<file path="src/rtl/calc2_req_driver.sv">
// calc2_req_driver: upstream request driver for one calc2_top requester port.
// Buffers requests in a FIFO, allocates 2-bit tags, drives the two-cycle
// cmd+tag+op1 / op2 bus sequence and turns calc2 responses into completions.
//
// Ports:
//   c_clk, reset                   clock, synchronous active-high reset
//   req_valid/req_ready            request handshake (ready = FIFO not full)
//   req_cmd, req_op1, req_op2      request payload
//   reqN_cmd_in/data_in/tag_in     registered bus to calc2 requester port
//   out_resp, out_data, out_tag    calc2 response (out_resp 00 = none)
//   cpl_valid/resp/data/tag/cmd    one-cycle completion strobe and payload
//   busy_tags                      outstanding-tag bitmap
//   spurious_err, timeout_err      sticky error flags
//
// Optional feature: define CALC2_RESP_TIMEOUT_EN to enable the per-tag
// response watchdog (TIMEOUT_CYCLES). Without it tags are held until a
// response arrives and timeout_err is tied low.

module calc2_req_driver #(
    parameter int FIFO_DEPTH     = 4,
    parameter int TIMEOUT_CYCLES = 64
) (
    input  logic        c_clk,
    input  logic        reset,
    input  logic        req_valid,
    output logic        req_ready,
    input  logic [3:0]  req_cmd,
    input  logic [31:0] req_op1,
    input  logic [31:0] req_op2,
    output logic [3:0]  reqN_cmd_in,
    output logic [31:0] reqN_data_in,
    output logic [1:0]  reqN_tag_in,
    input  logic [1:0]  out_resp,
    input  logic [31:0] out_data,
    input  logic [1:0]  out_tag,
    output logic        cpl_valid,
    output logic [1:0]  cpl_resp,
    output logic [31:0] cpl_data,
    output logic [1:0]  cpl_tag,
    output logic [3:0]  cpl_cmd,
    output logic [3:0]  busy_tags,
    output logic        spurious_err,
    output logic        timeout_err
);

    localparam int AW = $clog2(FIFO_DEPTH);
    localparam logic [AW:0] FULL_CNT = (AW+1)'(FIFO_DEPTH);

    typedef enum logic [1:0] {
        IDLE,
        CMD,
        OP2
    } state_t;

    state_t state;

    logic [3:0]    fifo_cmd [FIFO_DEPTH];
    logic [31:0]   fifo_op1 [FIFO_DEPTH];
    logic [31:0]   fifo_op2 [FIFO_DEPTH];
    logic [AW-1:0] wr_ptr;
    logic [AW-1:0] rd_ptr;
    logic [AW:0]   count;
    logic [31:0]   op2_q;
    logic [3:0]    tag_cmd [4];

    logic       push;
    logic       pop;
    logic       nonempty;
    logic       can_issue;
    logic       issue;
    logic       drop;
    logic       resp_hit;
    logic       resp_spur;
    logic [3:0] head_cmd;
    logic [1:0] alloc_tag;
    logic [3:0] alloc_mask;
    logic [3:0] free_mask;
    logic       to_now;
    logic [1:0] to_tag;

    assign req_ready = (count != FULL_CNT);
    assign push      = req_valid && req_ready;
    assign nonempty  = (count != '0);
    assign head_cmd  = fifo_cmd[rd_ptr];

    // Allocation looks at busy_tags as registered; a tag freed this cycle
    // only becomes allocatable on the next one.
    assign can_issue = nonempty && (head_cmd != 4'd0)
                     && (busy_tags != 4'hF);
    assign issue     = (state != CMD) && can_issue;
    // Zero-command entries are discarded without touching the bus.
    assign drop      = (state == IDLE) && nonempty
                     && (head_cmd == 4'd0);
    assign pop       = issue || drop;

    assign resp_hit  = (out_resp != 2'b00) && busy_tags[out_tag];
    assign resp_spur = (out_resp != 2'b00) && !busy_tags[out_tag];

    always_comb begin
        alloc_tag = 2'd3;
        if (!busy_tags[0])      alloc_tag = 2'd0;
        else if (!busy_tags[1]) alloc_tag = 2'd1;
        else if (!busy_tags[2]) alloc_tag = 2'd2;
    end

    always_comb begin
        alloc_mask = 4'b0000;
        free_mask  = 4'b0000;
        if (issue)
            alloc_mask = 4'b0001 << alloc_tag;
        if (resp_hit)
            free_mask = 4'b0001 << out_tag;
        else if (to_now)
            free_mask = 4'b0001 << to_tag;
    end

`ifdef CALC2_RESP_TIMEOUT_EN
    localparam int CW = $clog2(TIMEOUT_CYCLES + 1);
    localparam logic [CW-1:0] AGE_MAX = CW'(TIMEOUT_CYCLES - 1);

    logic [CW-1:0] age [4];
    logic [3:0]    expired;

    // A real response wins the completion slot; an expired tag that
    // loses it stays saturated and fires on a later quiet cycle.
    always_comb begin
        for (int i = 0; i < 4; i++)
            expired[i] = busy_tags[i] && (age[i] == AGE_MAX);
        to_tag = 2'd3;
        if (expired[0])      to_tag = 2'd0;
        else if (expired[1]) to_tag = 2'd1;
        else if (expired[2]) to_tag = 2'd2;
        to_now = (expired != 4'b0000) && !resp_hit;
    end

    always_ff @(posedge c_clk) begin
        if (reset) begin
            for (int i = 0; i < 4; i++)
                age[i] <= '0;
            timeout_err <= 1'b0;
        end else begin
            for (int i = 0; i < 4; i++) begin
                if (alloc_mask[i])
                    age[i] <= '0;
                else if (busy_tags[i] && age[i] != AGE_MAX)
                    age[i] <= age[i] + 1'b1;
            end
            if (to_now)
                timeout_err <= 1'b1;
        end
    end
`else
    assign to_now      = 1'b0;
    assign to_tag      = 2'd0;
    assign timeout_err = 1'b0;
`endif

    always_ff @(posedge c_clk) begin
        if (push) begin
            fifo_cmd[wr_ptr] <= req_cmd;
            fifo_op1[wr_ptr] <= req_op1;
            fifo_op2[wr_ptr] <= req_op2;
        end
        if (issue)
            tag_cmd[alloc_tag] <= head_cmd;
    end

    always_ff @(posedge c_clk) begin
        if (reset) begin
            state        <= IDLE;
            wr_ptr       <= '0;
            rd_ptr       <= '0;
            count        <= '0;
            op2_q        <= '0;
            reqN_cmd_in  <= '0;
            reqN_data_in <= '0;
            reqN_tag_in  <= '0;
            busy_tags    <= '0;
            cpl_valid    <= 1'b0;
            cpl_resp     <= '0;
            cpl_data     <= '0;
            cpl_tag      <= '0;
            cpl_cmd      <= '0;
            spurious_err <= 1'b0;
        end else begin
            if (push)
                wr_ptr <= wr_ptr + 1'b1;
            if (pop)
                rd_ptr <= rd_ptr + 1'b1;
            if (push && !pop)
                count <= count + 1'b1;
            else if (pop && !push)
                count <= count - 1'b1;

            busy_tags <= (busy_tags & ~free_mask) | alloc_mask;

            if (resp_spur)
                spurious_err <= 1'b1;

            cpl_valid <= resp_hit || to_now;
            if (resp_hit) begin
                cpl_resp <= out_resp;
                cpl_data <= out_data;
                cpl_tag  <= out_tag;
                cpl_cmd  <= tag_cmd[out_tag];
            end else if (to_now) begin
                cpl_resp <= 2'b11;
                cpl_data <= '0;
                cpl_tag  <= to_tag;
                cpl_cmd  <= tag_cmd[to_tag];
            end else begin
                cpl_resp <= '0;
                cpl_data <= '0;
                cpl_tag  <= '0;
                cpl_cmd  <= '0;
            end

            unique case (state)
                CMD: begin
                    state        <= OP2;
                    reqN_cmd_in  <= '0;
                    reqN_tag_in  <= '0;
                    reqN_data_in <= op2_q;
                end
                IDLE, OP2: begin
                    if (issue) begin
                        state        <= CMD;
                        reqN_cmd_in  <= head_cmd;
                        reqN_tag_in  <= alloc_tag;
                        reqN_data_in <= fifo_op1[rd_ptr];
                        op2_q        <= fifo_op2[rd_ptr];
                    end else begin
                        state        <= IDLE;
                        reqN_cmd_in  <= '0;
                        reqN_tag_in  <= '0;
                        reqN_data_in <= '0;
                    end
                end
                default: begin
                    state        <= IDLE;
                    reqN_cmd_in  <= '0;
                    reqN_tag_in  <= '0;
                    reqN_data_in <= '0;
                end
            endcase
        end
    end

endmodule
</file>
<file path="config.mk">
export PLATFORM = sky130hd
export DESIGN_NAME = calc2_req_driver
export DESIGN_NICKNAME = d
export VERILOG_FILES = /design/src/rtl/calc2_req_driver.sv
export SDC_FILE = /design/constraint.sdc
export NUM_CORES = 1
export LEC_CHECK = 0
export CELL_PAD_IN_SITES_DETAIL_PLACEMENT = 2
export CELL_PAD_IN_SITES_GLOBAL_PLACEMENT = 2
export CORE_ASPECT_RATIO = 1.75
export CORE_UTILIZATION = 44
export CTS_CLUSTER_SIZE = 14
export DETAILED_ROUTE_END_ITERATION = 6
export MAX_ROUTING_LAYER = met4
export PLACE_DENSITY_LB_ADDON = 0.2
export SYNTH_ARGS = -nofsm -noshare
export SYNTH_HDL_FRONTEND = slang
export SYNTH_SLANG_ARGS = --single-unit
</file>
<file path="constraint.sdc">
create_clock -name c_clk -period 6.1 [get_ports c_clk]
set_input_delay 0.61 -clock c_clk [delete_from_list [all_inputs] [get_ports c_clk]]
set_output_delay 0.61 -clock c_clk [all_outputs]
set_load 0.03 [all_outputs]
</file>
Word-level counts from Yosys, hierarchy flattened

Memory sizes are Yosys's and may differ from the RTL's. A register that Yosys moved wholly into a read port is not among the register bits.
Index checks and enable logic that the tools add are counted.

Add/sub/neg operators: 4
$lt $le $gt $ge: 1
Eq/ne operators: 5
Shift-type cells: 2
Multiplexer cells: 21
Bitwise logic cells: 6
Reduce and logical (&&, ||, !) cells: 24

Operator list:

| operator                                                   | number |
|---|---|
| case mux 32 bit (2 select lines)                           | 1 |
| two-way mux 32 bit                                         | 1 |
| two-way mux 2 bit                                          | 6 |
| logical AND 1 bit                                          | 10 |
| two-way mux 4 bit                                          | 2 |
| << shifter 1 x 2 -> 4 bit, first input constant            | 2 |
| two-way mux 1 bit                                          | 7 |
| two-way mux 3 bit                                          | 2 |
| adder 2 x 1 -> 2 bit, second input constant                | 2 |
| bitwise AND 4 bit                                          | 1 |
| zero test 4 bit                                            | 1 |
| != test 4 bit, second input constant                       | 1 |
| NOT 4 bit                                                  | 1 |
| bitwise OR 4 bit                                           | 1 |
| case mux 2 bit (2 select lines)                            | 1 |
| nonzero test 2 bit                                         | 2 |
| nonzero test 4 bit                                         | 1 |
| OR reduction 2 bit                                         | 2 |
| adder 3 x 1 -> 3 bit, second input constant                | 1 |
| zero test 1 bit                                            | 3 |
| less-than comparator 2 x 3 -> 1 bit, second input constant | 1 |
| != test 3 bit, second input constant                       | 1 |
| NOT 1 bit                                                  | 3 |
| nonzero test 3 bit                                         | 1 |
| 9 further kinds                                            | 9 |

Bits in registers: 89
RAM bits: 288
Bits of input ports: 107
Memories kept: 4

Memories:

| memory   | depth | width | rd ports | clocked after memory_dff | write ports | line | RTL |
|---|---|---|---|---|---|---|---|
| fifo_op1 | 4     | 32    | 1        | 1                        | 1           | 58   | `logic [31:0] fifo_op1 [FIFO_DEPTH];` |
| fifo_op2 | 4     | 32    | 1        | 1                        | 1           | 59   | `logic [31:0] fifo_op2 [FIFO_DEPTH];` |
| fifo_cmd | 4     | 4     | 1        | 1                        | 1           | 57   | `logic [3:0] fifo_cmd [FIFO_DEPTH];` |
| tag_cmd  | 4     | 4     | 1        | 1                        | 1           | 64   | `logic [3:0] tag_cmd [4];` |

Depth between registers and ports, before layout

Depth after elaboration: 8
Gate-level depth with buffers: 10
Depth with buffers taken out: 9

Least setup slack after synthesis

Ideal clock, no wire load.

Kind: input to register
Start point: input port req_valid
End point: memory fifo_cmd[0][0], enable pin
Arrival: 2650 ps
Required time: 5667 ps
Slack: 3016 ps
Stages: 2
Path through: a21boi_1 -> and2_1

Cells in the longest elaborated chain, start to end: 3

Ends and longest elaborated chain:

| item                                    | line | RTL |
|---|---|---|
| from (decl)                             | 25   | `input logic req_valid,` |
| logical AND 1 bit                       | 82   | `assign push = req_valid && req_ready;` |
| two-way mux 1 bit                       | 159  | `if (push) begin` |
| two-way mux 1 bit (not written as such) | 160  | `fifo_cmd[wr_ptr] <= req_cmd;` |
| to (decl)                               | 57   |  |

No other way between the ends.

==> summary.txt <==
Worst setup path
  – Buffers and inverters on the worst path: 1
  – Crit path max fanout: 18
  – Max stage delay on crit path: 0.90 ns
  – Req. time, crit path: 6.57 ns
  – CP delay by family, top: simple AND/OR/NAND/NOR gates
  – R2r setup slk: around 2.1 ns
  – Crit path DAT: roughly 4.5 ns
  – RR Endpoint: count[2]
  – Startpoint Class: flop
  – Crit. End Element: flop
  – Reg2Reg Depth: 9
  – Setup CP Type: flop to flop
  – Critical-path cell list: mux4_2 -> nor4_4 -> mux2_2 -> ha_1 -> inv_1 -> fa_1 -> xor2_1 -> or3_1 -> a21oi_1
  – Slowest cell on crit path: nor4_4

Power and ir drop
  – Sequential Power Share: 45.5%
  – Logic gate share of total power: between 20% and 30%
  – Cell Pwr Density: 448 nW/um^2
  – Internal: 5660 uW
  – Net switching power: 2540 uW
  – Clk pwr share: ~28%
  – Worst VDD drop: approximately 340 uV
  – Sw Ratio: a little under a third
  – Leakage: 0.00612 uW

Floorplanning
  – Io pins: ~190
  – Initial core utilization: about 45%
  – Rows: 88
  – Die width: between 100 and 150 um
  – Die area: around 34,000 um^2
  – Die extent in y: approximately 240 um
  – Core box area: between 30,000 and 40,000 um^2

Drt
  – DR vias: 8,103
  – DRC Markers: 0
  – Vias per Instance: approximately 5.7
  – Post-route ant nets: 0
  – WL/cell: around 27 um
  – First-pass DRT Iterations: 5
  – WL final: between 30,000 and 40,000 um
  – Iter 0 DRT Violations: 453

STA
  – Setup_tns: 0 ns
  – Fin. max-slew vios: 0
  – Fmax: approximately 250 MHz
  – Max_slew headroom: around an eighth
  – Post-Route Skew: 0.00832 ns
  – Final Hold Fails: 0
  – Min cycle time layout: around 4.0 ns
  – Fin crit share: 65.4%
  – Least-Margin Pin Slew: ~1.3 ns
  – RSZ-0062 raised after global routing: no
  – Worst setup margin: around 2.1 ns
  – Final setup fails: 0

GRT
  – Largest net degree at the start of global routing: 69
  – Initial antenna violation count: 0
  – GR Layer Usage met3: approximately 3.4%
  – First-pass GRT wire length: 57,700 um
  – Met1 usage: between 20% and 30%
  – GRT Total Usage: between 20% and 30%
  – Top Usage Layer GRT: met2
  – M2 GR Usage: a little over two fifths
  – Final global-route overflow total: 0
  – Number of global-route vias before repair: ~9.1k

Synth
  – Post-synth EDFFs: around 290
  – Syn. warnings: 0
  – Syn nets: a little over 900
  – Syn Std Cell Area: approximately 15,000 um^2
  – Distinct cell type count after synthesis: 36
  – Yosys reg bits: 415
  – Largest cells by area after synthesis: edfxtp_1 59%, dfxtp_1 17%, mux4_2 11%
  – Sequential-to-total area share from yosys stat: between 70% and 80%
  – Top_reg_cell synth: edfxtp_1
  – Synthesized instance count: between 700 and 800
  – Post-synth top area share: slightly below 60%
  – Async SR Flop Fraction: 0%
  – Synthesized area per cell: ~18 um^2
  – Leading area contributor after synthesis: edfxtp_1

Clock tree
  – Worst-path clk slew: ~0.06 ns
  – CTS Hold Buffers Added: 0
  – TritonCTS clock tree: yes
  – H-tree Lvls: 2
  – Clock root cell: clkbuf_16
  – Post-CTS sizing: 0
  – Clk Latency, worst-skew pair: between 0.5 and 0.6 ns
  – CTS Buf Count: 39
  – Post-CTS Setup Inserts: 0
  – Clk buf depth: 3
  – Sink Count: between 400 and 500

Placed design
  – Port bufs: between 150 and 200
  – Worst slack at placement: between 2 and 2.5 ns
  – GPL Wtd Cong: about 0.74
  – HPWL after detailed placement: 24,300 um

Cells and area
  – FILL cells: 2,830
  – Antenna diodes: 0
  – Layout cells sized above 1: between 15 and 20%
  – Post-layout util: between 50% and 60%
  – Area grow syn2layout: 24.0%
  – Layout Nets: approximately 1.1k
  – Most frequent cells in the layout: 288 x edfxtp_1, 190 x clkdlybuf4s50_1, 124 x dfxtp_1
  – Commonest non-fill, non-tap cell in the layout: edfxtp_1

Hold path
  – HP Class: flop to flop
  – WHS Endpoint: reqN_data_in[11]
  – Hold Crit Depth: 1
  – Critical hold path startpoint: op2_q[11]

Run
  – Maximum Capacitance Violations: 0

Outcome
  – Outcome: finished, final reports clean
## registers in the layout (all words and copies together), names as in the netlist, 3 cells and up, named ones only
signal        flops
fifo_op1        128
fifo_op2        128
cpl_data         32
op2_q            32
reqN_data_in     32
fifo_cmd         16
tag_cmd          16
busy_tags         4
cpl_cmd           4
reqN_cmd_in       4
count             3
## how the worst max path moves through the flow
stage,endpoint,cells past startpoint
2_1_floorplan,fifo_cmd[0][0],2
3_3_place_gp,count[2],9
3_5_place_dp,count[2],9
4_1_cts,count[2],9
5_1_grt,count[2],9
6_report,count[2],9
## cells in the mapped netlist, types with 2 or more instances
master    number
a21oi_1       35
a22o_1        32
a311oi_1       2
and2_1        47
and3_1         4
buf_1          7
buf_2         10
clkbuf_1      40
dfxtp_1      127
edfxtp_1     288
ha_1           5
inv_1          7
mux2_2         3
mux2i_1        3
mux4_2        73
nand2_1        4
nand2b_1       2
nand3_1        3
nand4_1       34
nor2_1        16
nor2b_1        3
nor3b_1        2
o21ai_0        4
o31ai_1       33
or3_1          2
or4_1          2
xor2_1         2
## metrics by stage
| stage | cells | hold slack [ns] | power [uW] | cell area, um^2 |
|---|---|---|---|---|
| after global routing | 1424 | 0.506 | 8540 | 18300 |
| after CTS | 1424 | 0.482 | 8320 | 18300 |
| after detailed placement | 1353 | 0.466 | 5950 | 17100 |
| after floorplan | 799 | 0.442 | 5060 | 14800 |
| final | 1424 | 0.482 | 8200 | 18300 |
| after global placement | 1353 | 0.455 | 5830 | 17100 |
## worst reg2reg max path: stages (launching register included)
cell     delay (ns)
dfxtp_2        0.74
mux4_2         0.69
nor4_4         0.90
mux2_2         0.35
ha_1           0.19
inv_1          0.06
fa_1           0.37
xor2_1         0.16
or3_1          0.31
a21oi_1        0.15
## logic make-up after synthesis
group,count (synthesis),synth area share (%)
other,1,0.0254
flip-flops,415,75.8
multiplexers,80,11.6
AO/OA/AOI/OAI,108,5.11
AND/OR/NAND/NOR,121,4.90
adder cells (fa/ha/maj),6,0.559
buffers and inverters,65,1.76
XOR/XNOR,3,0.178
## power by group through the flow
stage | combinational (uW) | sequential [uW] | clock (uW)
4_1_cts | 2180 | 3740 | 2400
5_1_grt | 2280 | 3770 | 2490
6_report | 2140 | 3730 | 2330
2_1_floorplan | 1200 | 3860 | 0
3_5_place_dp | 2150 | 3800 | 0
3_3_place_gp | 2070 | 3760 | 0
## cell type report
cell class,instances,area [um^2],area share [%]
clock buffer,60,1160,6.33
clock inverter,11,52.6,0.287
tap,405,507,2.77
multi-input combinational,319,3340,18.2
timing repair buffer,207,2030,11.1
sequential,415,11200,61.2
inverter,7,26.3,0.144
## layer usage
layer,up-vias,share of wire [%]
met1,4219,36
li1,3548,-
met5,-,0
met4,0,3.8
met2,261,56
met3,75,4.0
No activity file was read; power rests on OpenSTA's default activity.
